===== config.mk =====
export PLATFORM = sky130hd
export DESIGN_NAME = multicycle_ctrl_flat
export DESIGN_NICKNAME = d
export VERILOG_FILES = /design/src/rtl/multicycle_ctrl_pkg.sv /design/src/rtl/multicycle_ctrl_if.sv /design/src/rtl/multicycle_ctrl_alu_decoder.sv /design/src/rtl/multicycle_ctrl.sv /design/src/flat_wrapper.sv
export SDC_FILE = /design/constraint.sdc
export NUM_CORES = 1
export LEC_CHECK = 0
export BUFFER_PORTS_ARGS = -buffer_cell sky130_fd_sc_hd__buf_2
export CORE_UTILIZATION = 39
export DETAILED_ROUTE_END_ITERATION = 7
export PLACE_DENSITY = 0.8
export SYNTH_ARGS = -nofsm -noshare
export SYNTH_HDL_FRONTEND = slang
export SYNTH_SLANG_ARGS = --single-unit

===== constraint.sdc =====
create_clock -name clk -period 1.4 [get_ports clk]
set_clock_uncertainty 0.05 [all_clocks]
set_input_delay 0.14 -clock clk [delete_from_list [all_inputs] [get_ports clk]]
set_output_delay 0.14 -clock clk [all_outputs]
set_load 0.005 [all_outputs]

===== src/rtl/multicycle_ctrl_pkg.sv =====
`default_nettype none
// ============================================================================
// Module      : rv_ctrl_pkg
// Description : Shared encodings for the RV32I multi-cycle controller:
//               opcodes, FSM states, immediate-type selects, ALU operation
//               codes, PC-source and writeback-source selects, plus small
//               opcode classification helpers.
// Revision    : 1.0 - initial release
// ============================================================================
package rv_ctrl_pkg;

    // RV32I major opcodes (IR[6:0])
    localparam logic [6:0] c_OPC_OP     = 7'b0110011;
    localparam logic [6:0] c_OPC_OP_IMM = 7'b0010011;
    localparam logic [6:0] c_OPC_LOAD   = 7'b0000011;
    localparam logic [6:0] c_OPC_STORE  = 7'b0100011;
    localparam logic [6:0] c_OPC_BRANCH = 7'b1100011;
    localparam logic [6:0] c_OPC_JAL    = 7'b1101111;
    localparam logic [6:0] c_OPC_JALR   = 7'b1100111;
    localparam logic [6:0] c_OPC_LUI    = 7'b0110111;
    localparam logic [6:0] c_OPC_AUIPC  = 7'b0010111;

    // Controller states
    typedef enum logic [2:0] {
        ST_FETCH  = 3'd0,
        ST_DECODE = 3'd1,
        ST_EXEC   = 3'd2,
        ST_MEM    = 3'd3,
        ST_WB     = 3'd4,
        ST_TRAP   = 3'd5
    } state_t;

    // Immediate generator type select
    localparam logic [2:0] c_IMM_NONE = 3'b000;
    localparam logic [2:0] c_IMM_I    = 3'b001;
    localparam logic [2:0] c_IMM_S    = 3'b010;
    localparam logic [2:0] c_IMM_B    = 3'b011;
    localparam logic [2:0] c_IMM_U    = 3'b100;
    localparam logic [2:0] c_IMM_J    = 3'b101;

    // ALU operation codes
    localparam logic [3:0] c_ALU_ADD  = 4'd0;
    localparam logic [3:0] c_ALU_SUB  = 4'd1;
    localparam logic [3:0] c_ALU_SLL  = 4'd2;
    localparam logic [3:0] c_ALU_SLT  = 4'd3;
    localparam logic [3:0] c_ALU_SLTU = 4'd4;
    localparam logic [3:0] c_ALU_XOR  = 4'd5;
    localparam logic [3:0] c_ALU_SRL  = 4'd6;
    localparam logic [3:0] c_ALU_SRA  = 4'd7;
    localparam logic [3:0] c_ALU_OR   = 4'd8;
    localparam logic [3:0] c_ALU_AND  = 4'd9;

    // ALU operand selects
    localparam logic [1:0] c_ASEL_RS1  = 2'b00;
    localparam logic [1:0] c_ASEL_PC   = 2'b01;
    localparam logic [1:0] c_ASEL_ZERO = 2'b10;
    localparam logic       c_BSEL_RS2  = 1'b0;
    localparam logic       c_BSEL_IMM  = 1'b1;

    // PC source select
    localparam logic [1:0] c_PC_PLUS4  = 2'b00;
    localparam logic [1:0] c_PC_TARGET = 2'b01;
    localparam logic [1:0] c_PC_ALU    = 2'b10;

    // Writeback source select
    localparam logic [1:0] c_WB_ALU  = 2'b00;
    localparam logic [1:0] c_WB_MEM  = 2'b01;
    localparam logic [1:0] c_WB_PC4  = 2'b10;

    // Immediate format implied by the opcode; NONE for R-type and unknowns.
    function automatic logic [2:0] imm_sel_of(input logic [6:0] opc);
        logic [2:0] sel;
        case (opc)
            c_OPC_OP_IMM, c_OPC_LOAD, c_OPC_JALR: sel = c_IMM_I;
            c_OPC_STORE:                          sel = c_IMM_S;
            c_OPC_BRANCH:                         sel = c_IMM_B;
            c_OPC_LUI, c_OPC_AUIPC:               sel = c_IMM_U;
            c_OPC_JAL:                            sel = c_IMM_J;
            default:                              sel = c_IMM_NONE;
        endcase
        return sel;
    endfunction

    function automatic logic opcode_known(input logic [6:0] opc);
        logic known;
        case (opc)
            c_OPC_OP, c_OPC_OP_IMM, c_OPC_LOAD, c_OPC_STORE, c_OPC_BRANCH,
            c_OPC_JAL, c_OPC_JALR, c_OPC_LUI, c_OPC_AUIPC: known = 1'b1;
            default:                                       known = 1'b0;
        endcase
        return known;
    endfunction

endpackage
`default_nettype wire


===== src/rtl/multicycle_ctrl_if.sv =====
`default_nettype none
// ============================================================================
// Module      : multicycle_ctrl_if
// Description : Bundle between the multi-cycle controller and the datapath /
//               shared memory port.
//   IR fields    : opcode[6:0], funct3[2:0], funct7_5, branch_taken
//   Memory       : mem_req, mem_we, mem_is_fetch (ctrl->mem), mem_ready
//   Datapath ctl : ir_write, pc_write, pc_src, imm_sel, alu_src_a,
//                  alu_src_b, alu_ctrl, reg_write, wb_sel
//   Status       : illegal, state (debug)
//   Modports     : slave = controller side, master = datapath/memory side
// Revision    : 1.0 - initial release
// ============================================================================
interface multicycle_ctrl_if;
    logic [6:0] opcode;
    logic [2:0] funct3;
    logic       funct7_5;
    logic       branch_taken;
    logic       mem_ready;
    logic       mem_req;
    logic       mem_we;
    logic       mem_is_fetch;
    logic       ir_write;
    logic       pc_write;
    logic [1:0] pc_src;
    logic [2:0] imm_sel;
    logic [1:0] alu_src_a;
    logic       alu_src_b;
    logic [3:0] alu_ctrl;
    logic       reg_write;
    logic [1:0] wb_sel;
    logic       illegal;
    logic [2:0] state;

    modport slave (
        input  opcode, funct3, funct7_5, branch_taken, mem_ready,
        output mem_req, mem_we, mem_is_fetch, ir_write, pc_write, pc_src,
               imm_sel, alu_src_a, alu_src_b, alu_ctrl, reg_write, wb_sel,
               illegal, state
    );

    modport master (
        output opcode, funct3, funct7_5, branch_taken, mem_ready,
        input  mem_req, mem_we, mem_is_fetch, ir_write, pc_write, pc_src,
               imm_sel, alu_src_a, alu_src_b, alu_ctrl, reg_write, wb_sel,
               illegal, state
    );
endinterface
`default_nettype wire


===== src/rtl/multicycle_ctrl_alu_decoder.sv =====
`default_nettype none
// ============================================================================
// Module      : alu_decoder
// Description : Maps opcode/funct3/funct7_5 to an ALU operation code.
//   opcode_i[6:0], funct3_i[2:0], funct7_5_i -> alu_ctrl_o[3:0]
//   R-type honours funct7_5 for SUB and SRA; I-type only for SRAI (ADDI
//   has no SUB form); branches compare with SUB; all else adds.
// Revision    : 1.0 - initial release
// ============================================================================
module alu_decoder
    import rv_ctrl_pkg::*;
(
    input  wire logic [6:0] opcode_i,
    input  wire logic [2:0] funct3_i,
    input  wire logic       funct7_5_i,
    output logic      [3:0] alu_ctrl_o
);

    logic [3:0] w_funct_op;

    always_comb begin
        w_funct_op = c_ALU_ADD;
        case (funct3_i)
            3'b000: w_funct_op = c_ALU_ADD;
            3'b001: w_funct_op = c_ALU_SLL;
            3'b010: w_funct_op = c_ALU_SLT;
            3'b011: w_funct_op = c_ALU_SLTU;
            3'b100: w_funct_op = c_ALU_XOR;
            3'b101: w_funct_op = funct7_5_i ? c_ALU_SRA : c_ALU_SRL;
            3'b110: w_funct_op = c_ALU_OR;
            3'b111: w_funct_op = c_ALU_AND;
            default: w_funct_op = c_ALU_ADD;
        endcase
    end

    always_comb begin
        alu_ctrl_o = c_ALU_ADD;
        case (opcode_i)
            c_OPC_OP:     alu_ctrl_o = (funct3_i == 3'b000 && funct7_5_i) ? c_ALU_SUB : w_funct_op;
            c_OPC_OP_IMM: alu_ctrl_o = w_funct_op;
            c_OPC_BRANCH: alu_ctrl_o = c_ALU_SUB;
            default:      alu_ctrl_o = c_ALU_ADD;
        endcase
    end

endmodule
`default_nettype wire


===== src/rtl/multicycle_ctrl.sv =====
`default_nettype none
// ============================================================================
// Module      : multicycle_ctrl
// Description : RV32I multi-cycle control FSM (FETCH, DECODE, EXEC, MEM, WB,
//               TRAP). Outputs are combinational from the state register and
//               the IR fields; all outputs but state are held at 0 while rst.
//   clk, rst : clock (rising edge), synchronous active-high reset
//   bus      : multicycle_ctrl_if.slave (IR fields, memory handshake,
//              datapath selects/enables, illegal, debug state)
// Parameters  : RESET_STATE - state entered on reset
//               TRAP_STICKY - 1: TRAP holds until reset, 0: back to FETCH
// Revision    : 1.0 - initial release
// ============================================================================
module multicycle_ctrl
    import rv_ctrl_pkg::*;
#(
    parameter state_t RESET_STATE = ST_FETCH,
    parameter bit     TRAP_STICKY = 1'b1
) (
    input  wire logic             clk,
    input  wire logic             rst,
    multicycle_ctrl_if.slave      bus
);

    state_t     state_q;
    state_t     state_d;

    logic       w_mem_req;
    logic       w_mem_we;
    logic       w_mem_is_fetch;
    logic       w_ir_write;
    logic       w_pc_write;
    logic [1:0] w_pc_src;
    logic [2:0] w_imm_sel;
    logic [1:0] w_alu_src_a;
    logic       w_alu_src_b;
    logic [3:0] w_alu_ctrl;
    logic       w_reg_write;
    logic [1:0] w_wb_sel;
    logic       w_illegal;
    logic [3:0] w_alu_dec;
    logic [2:0] w_imm_dec;

    alu_decoder u_alu_decoder (
        .opcode_i   (bus.opcode),
        .funct3_i   (bus.funct3),
        .funct7_5_i (bus.funct7_5),
        .alu_ctrl_o (w_alu_dec)
    );

    assign w_imm_dec = imm_sel_of(bus.opcode);

    always_ff @(posedge clk) begin
        if (rst) begin
            state_q <= RESET_STATE;
        end else begin
            state_q <= state_d;
        end
    end

    always_comb begin
        state_d        = state_q;
        w_mem_req      = 1'b0;
        w_mem_we       = 1'b0;
        w_mem_is_fetch = 1'b0;
        w_ir_write     = 1'b0;
        w_pc_write     = 1'b0;
        w_pc_src       = c_PC_PLUS4;
        w_imm_sel      = c_IMM_NONE;
        w_alu_src_a    = c_ASEL_RS1;
        w_alu_src_b    = c_BSEL_RS2;
        w_alu_ctrl     = c_ALU_ADD;
        w_reg_write    = 1'b0;
        w_wb_sel       = c_WB_ALU;
        w_illegal      = 1'b0;

        case (state_q)
            ST_FETCH: begin
                w_mem_req      = 1'b1;
                w_mem_is_fetch = 1'b1;
                if (bus.mem_ready) begin
                    w_ir_write = 1'b1;
                    state_d    = ST_DECODE;
                end
            end

            ST_DECODE: begin
                if (opcode_known(bus.opcode)) begin
                    w_imm_sel = w_imm_dec;
                    state_d   = ST_EXEC;
                end else begin
                    w_illegal = 1'b1;
                    state_d   = ST_TRAP;
                end
            end

            ST_EXEC: begin
                w_imm_sel  = w_imm_dec;
                w_alu_ctrl = w_alu_dec;
                case (bus.opcode)
                    c_OPC_OP: state_d = ST_WB;
                    c_OPC_OP_IMM: begin
                        w_alu_src_b = c_BSEL_IMM;
                        state_d     = ST_WB;
                    end
                    c_OPC_LOAD, c_OPC_STORE: begin
                        w_alu_src_b = c_BSEL_IMM;
                        state_d     = ST_MEM;
                    end
                    c_OPC_BRANCH: begin
                        // Branch resolves here: PC updates without a WB state.
                        w_pc_write = 1'b1;
                        w_pc_src   = bus.branch_taken ? c_PC_TARGET : c_PC_PLUS4;
                        state_d    = ST_FETCH;
                    end
                    c_OPC_JAL: state_d = ST_WB;
                    c_OPC_JALR: begin
                        w_alu_src_b = c_BSEL_IMM;
                        state_d     = ST_WB;
                    end
                    c_OPC_LUI: begin
                        w_alu_src_a = c_ASEL_ZERO;
                        w_alu_src_b = c_BSEL_IMM;
                        state_d     = ST_WB;
                    end
                    c_OPC_AUIPC: begin
                        w_alu_src_a = c_ASEL_PC;
                        w_alu_src_b = c_BSEL_IMM;
                        state_d     = ST_WB;
                    end
                    default: begin
                        // IR was validated in DECODE; reaching here means
                        // the IR changed underneath us, so trap.
                        w_illegal = 1'b1;
                        state_d   = ST_TRAP;
                    end
                endcase
            end

            ST_MEM: begin
                // Address selects stay up so the ALU result remains stable
                // for the whole request.
                w_imm_sel      = w_imm_dec;
                w_mem_req      = 1'b1;
                w_mem_we       = (bus.opcode == c_OPC_STORE);
                w_alu_src_b    = c_BSEL_IMM;
                w_alu_ctrl     = w_alu_dec;
                if (bus.mem_ready) begin
                    if (bus.opcode == c_OPC_STORE) begin
                        w_pc_write = 1'b1;
                        state_d    = ST_FETCH;
                    end else begin
                        state_d    = ST_WB;
                    end
                end
            end

            ST_WB: begin
                w_imm_sel   = w_imm_dec;
                w_reg_write = 1'b1;
                w_pc_write  = 1'b1;
                case (bus.opcode)
                    c_OPC_LOAD: w_wb_sel = c_WB_MEM;
                    c_OPC_JAL: begin
                        w_wb_sel = c_WB_PC4;
                        w_pc_src = c_PC_TARGET;
                    end
                    c_OPC_JALR: begin
                        w_wb_sel = c_WB_PC4;
                        w_pc_src = c_PC_ALU;
                    end
                    default: w_wb_sel = c_WB_ALU;
                endcase
                state_d = ST_FETCH;
            end

            ST_TRAP: begin
                w_illegal = 1'b1;
                if (!TRAP_STICKY) begin
                    state_d = ST_FETCH;
                end
            end

            default: state_d = RESET_STATE;
        endcase
    end

    // Reset masks every output in the cycle it is seen so an in-flight
    // memory request is dropped immediately rather than one edge later.
    assign bus.mem_req      = rst ? 1'b0       : w_mem_req;
    assign bus.mem_we       = rst ? 1'b0       : w_mem_we;
    assign bus.mem_is_fetch = rst ? 1'b0       : w_mem_is_fetch;
    assign bus.ir_write     = rst ? 1'b0       : w_ir_write;
    assign bus.pc_write     = rst ? 1'b0       : w_pc_write;
    assign bus.pc_src       = rst ? 2'b00      : w_pc_src;
    assign bus.imm_sel      = rst ? c_IMM_NONE : w_imm_sel;
    assign bus.alu_src_a    = rst ? 2'b00      : w_alu_src_a;
    assign bus.alu_src_b    = rst ? 1'b0       : w_alu_src_b;
    assign bus.alu_ctrl     = rst ? 4'd0       : w_alu_ctrl;
    assign bus.reg_write    = rst ? 1'b0       : w_reg_write;
    assign bus.wb_sel       = rst ? 2'b00      : w_wb_sel;
    assign bus.illegal      = rst ? 1'b0       : w_illegal;
    assign bus.state        = state_q;

endmodule
`default_nettype wire


===== src/flat_wrapper.sv =====
// flat-port wrapper written by rule: the top's interface ports become plain ports
module multicycle_ctrl_flat import rv_ctrl_pkg::*;
#(
    parameter state_t RESET_STATE = ST_FETCH,
    parameter bit     TRAP_STICKY = 1'b1
)
  (clk, rst, bus_opcode, bus_funct3, bus_funct7_5, bus_branch_taken, bus_mem_ready, bus_mem_req, bus_mem_we, bus_mem_is_fetch, bus_ir_write, bus_pc_write, bus_pc_src, bus_imm_sel, bus_alu_src_a, bus_alu_src_b, bus_alu_ctrl, bus_reg_write, bus_wb_sel, bus_illegal, bus_state);
  multicycle_ctrl_if bus_i ();
  input  wire logic clk;
  input  wire logic rst;
  input wire logic [$bits(bus_i.opcode)-1:0] bus_opcode;
  input wire logic [$bits(bus_i.funct3)-1:0] bus_funct3;
  input wire logic [$bits(bus_i.funct7_5)-1:0] bus_funct7_5;
  input wire logic [$bits(bus_i.branch_taken)-1:0] bus_branch_taken;
  input wire logic [$bits(bus_i.mem_ready)-1:0] bus_mem_ready;
  output wire logic [$bits(bus_i.mem_req)-1:0] bus_mem_req;
  output wire logic [$bits(bus_i.mem_we)-1:0] bus_mem_we;
  output wire logic [$bits(bus_i.mem_is_fetch)-1:0] bus_mem_is_fetch;
  output wire logic [$bits(bus_i.ir_write)-1:0] bus_ir_write;
  output wire logic [$bits(bus_i.pc_write)-1:0] bus_pc_write;
  output wire logic [$bits(bus_i.pc_src)-1:0] bus_pc_src;
  output wire logic [$bits(bus_i.imm_sel)-1:0] bus_imm_sel;
  output wire logic [$bits(bus_i.alu_src_a)-1:0] bus_alu_src_a;
  output wire logic [$bits(bus_i.alu_src_b)-1:0] bus_alu_src_b;
  output wire logic [$bits(bus_i.alu_ctrl)-1:0] bus_alu_ctrl;
  output wire logic [$bits(bus_i.reg_write)-1:0] bus_reg_write;
  output wire logic [$bits(bus_i.wb_sel)-1:0] bus_wb_sel;
  output wire logic [$bits(bus_i.illegal)-1:0] bus_illegal;
  output wire logic [$bits(bus_i.state)-1:0] bus_state;
  assign bus_i.opcode = bus_opcode;
  assign bus_i.funct3 = bus_funct3;
  assign bus_i.funct7_5 = bus_funct7_5;
  assign bus_i.branch_taken = bus_branch_taken;
  assign bus_i.mem_ready = bus_mem_ready;
  assign bus_mem_req = bus_i.mem_req;
  assign bus_mem_we = bus_i.mem_we;
  assign bus_mem_is_fetch = bus_i.mem_is_fetch;
  assign bus_ir_write = bus_i.ir_write;
  assign bus_pc_write = bus_i.pc_write;
  assign bus_pc_src = bus_i.pc_src;
  assign bus_imm_sel = bus_i.imm_sel;
  assign bus_alu_src_a = bus_i.alu_src_a;
  assign bus_alu_src_b = bus_i.alu_src_b;
  assign bus_alu_ctrl = bus_i.alu_ctrl;
  assign bus_reg_write = bus_i.reg_write;
  assign bus_wb_sel = bus_i.wb_sel;
  assign bus_illegal = bus_i.illegal;
  assign bus_state = bus_i.state;
  multicycle_ctrl #(.RESET_STATE(RESET_STATE), .TRAP_STICKY(TRAP_STICKY)) u_core (.clk(clk), .rst(rst), .bus(bus_i));
endmodule

==> impl_metrics.tcl <==
set metrics [dict create \
    cts_root_buf "clkbuf_4" \
    h-tree-depth 1 \
    timing.final.crit_period_ps 1640 \
    place.gp.congestion 0.844 \
    start_util 0.415 \
    clkTransAtPathRegs_ps 40 \
    yosys_register_bits 3 \
    p_int_w 0.000767 \
    synth_warnings 0 \
    via_per_inst 6.46 \
    syn_inst 110 \
    nFillCells 90 \
    post-route-period-util 1.17 \
    rsz0062_at_grt "yes" \
    crit_path_end_kind "output port" \
    cellPowerDensity_nw_per_um2 1030 \
    pwr-share-clk 0.110 \
    ioPinCount 39 \
    leakage_nw 0.696 \
    cts_tree "built" \
    hold_violations 0 \
    preCtsSetupSlack_ps -180 \
    drive_gt1_frac 0.654 \
    violations "negative setup slack" \
    combPwrFrac 0.766 \
    gr-usage-met1 0.415 \
    cts_sinks 3 \
    multi_input_area_um2 802 \
    rows 15 \
    ys_types 41 \
    fp.coreArea_um2 1710 \
    first_global_vias 1176 \
    vdd_drop_max_mv 0.825 \
    busiest_layer "met2" \
    drt-initial-drc-count 72 \
    die_area_um2 1990 \
    worstPathRequired_ps 1210 \
    drc 0 \
    vias 1356 \
    synth_area_um2 709 \
    die_y_um 44.7 \
    worst_pin_slew_ps 346 \
    cts_buffer_depth 2 \
    syn_avg_cell_area_um2 6.45 \
    fmax_ghz 0.609 \
    pwr-share-seq 0.124 \
    ant_nets 0 \
    swShare 0.495 \
    synth_edf_count 0 \
    crit_path_max_fanout 4 \
    yosysSeqAreaShare 0.0847 \
    antenna_found_initial 0 \
    antenna_cells 0 \
    syn_nets 125 \
    synth.area.top_cells "a21oi_1 (9.2%), dfxtp_1 (8.5%), nor2_1 (6.9%)" \
    max_cap_viol_count 0 \
    max-slew-margin-rel 0.768 \
    synth_top_area_cell "a21oi_1" \
    power_switching_w 0.000751 \
    status "finished with violations" \
    io_buffers 38 \
    holdWs_ps 353 \
    stdcell_count 210 \
    crit_type "reg -> out" \
    hold_class "in -> reg" \
    wl_per_cell_um 20.1 \
    hold_buffers 0 \
    regArea_um2 68.8 \
    postRouteWirelength_um 4220 \
    layout_setup_ws_ps -242 \
    synth_top_area_share 0.0917 \
    chipWidth_um 44.7 \
    dp_hpwl_um 2030 \
    clkLatencyLatePin_ps 250 \
    use_met2 0.629 \
    slew_violations 0 \
    ys.flop_type "dfxtp_1" \
    setup_viol_count_final 23 \
    arrival_ps 1450 \
    numCtsBuffers 3 \
    grt.total_usage 0.345 \
    met3_usage 0.0245 \
    dpl.cell_count 198 \
    largest_reg_flops 3 \
    synth_common_cells "a21oi_1 (13), nor2_1 (13), nand2_1 (7), nor4_1 (7), o21ai_0 (7)" \
    area_delta_synth_final_pct 107 \
    critPathLaunchType "flop" \
    grt-ovfl-total 0 \
    first_pass_iters 4 \
    grt_max_degree 17 \
    synthArstFlopShare 0 \
    grt_pass1_wl_um 5130 \
    nets 201 \
]
## power by group through the flow
stage,combinational (W),sequential (W),clock (W)
global placement,0.000654,0.000148,0
finish,0.00116,0.000188,0.000167
detailed placement,0.000677,0.000150,0
CTS,0.000899,0.000172,0.000155
floorplan,0.000385,0.000140,0
global route,0.00120,0.000189,0.000166
## cell type report
cell class	instances	share of cell area
Sequential cell	3	0.0468
Multi-Input combinational cell	93	0.546
Timing Repair Buffer	79	0.351
Tap cell	25	0.0213
Inverter	6	0.0170
Clock buffer	4	0.0179
## metrics by stage
stage | total power (W) | TNS, ps | utilization | instance area, um2
2_1_floorplan | 0.000525 | 0 | - | 737
5_1_grt | 0.00156 | -4530 | 0.861 | 1470
3_5_place_dp | 0.000828 | -1540 | 0.672 | 1150
6_report | 0.00152 | -3650 | 0.861 | 1470
4_1_cts | 0.00123 | -2630 | 0.779 | 1330
3_3_place_gp | 0.000802 | -722 | 0.672 | 1150
## worst paths after layout
check	start	end	slack [ps]	cells after the start
setup / recovery	u_core.bus.state[2]	bus_wb_sel[0]	-240	4
hold / removal	rst	u_core.bus.state[1]	350	3
setup reg to reg	u_core.bus.state[2]	u_core.bus.state[2]	-100	6
hold reg to reg	u_core.bus.state[0]	u_core.bus.state[2]	700	3
## routing by layer
metal,part of all wire,up-vias
met5,0,-
li1,-,560
met3,0.12,39
met2,0.47,144
met4,0.074,0
met1,0.34,613
## repair_timing
action | CTS | global route
endpoints found under the setup margin | 22 | 23
pin swaps | 10 | 11
gates resized for setup | 26 | 25
setup buffers | 5 | 4
## worst max-delay path, cell delays in order (launching register included)
cell and delay (ps):
dfxtp_4 400, inv_4 60, or4_4 470, nor4_4 140, buf_2 140
## cells by family (layout without fill, tap and decap cells)
kind of cell	after synthesis	after routing	share of synthesized area
compound gates	34	34	0.303
xor+xnor	1	1	0.0123
buf+inv	14	89	0.109
flops	3	3	0.0847
simple gates	58	58	0.490
## cell usage in the layout (no fill, tap or decap), drive strengths merged, types with 2 or more instances in the layout
| cell | count |
|---|---|
| buf | 79 |
| a21oi | 13 |
| nor2 | 13 |
| nand2 | 8 |
| o21ai | 8 |
| nor4 | 7 |
| inv | 6 |
| nor3 | 5 |
| clkbuf | 4 |
| nand2b | 4 |
| and2 | 3 |
| nand3 | 3 |
| and3b | 3 |
| a211oi | 3 |
| nand4 | 3 |
| dfxtp | 3 |
| or4 | 2 |
| nand3b | 2 |
| o211ai | 2 |
(Power assumes the default switching activity.)
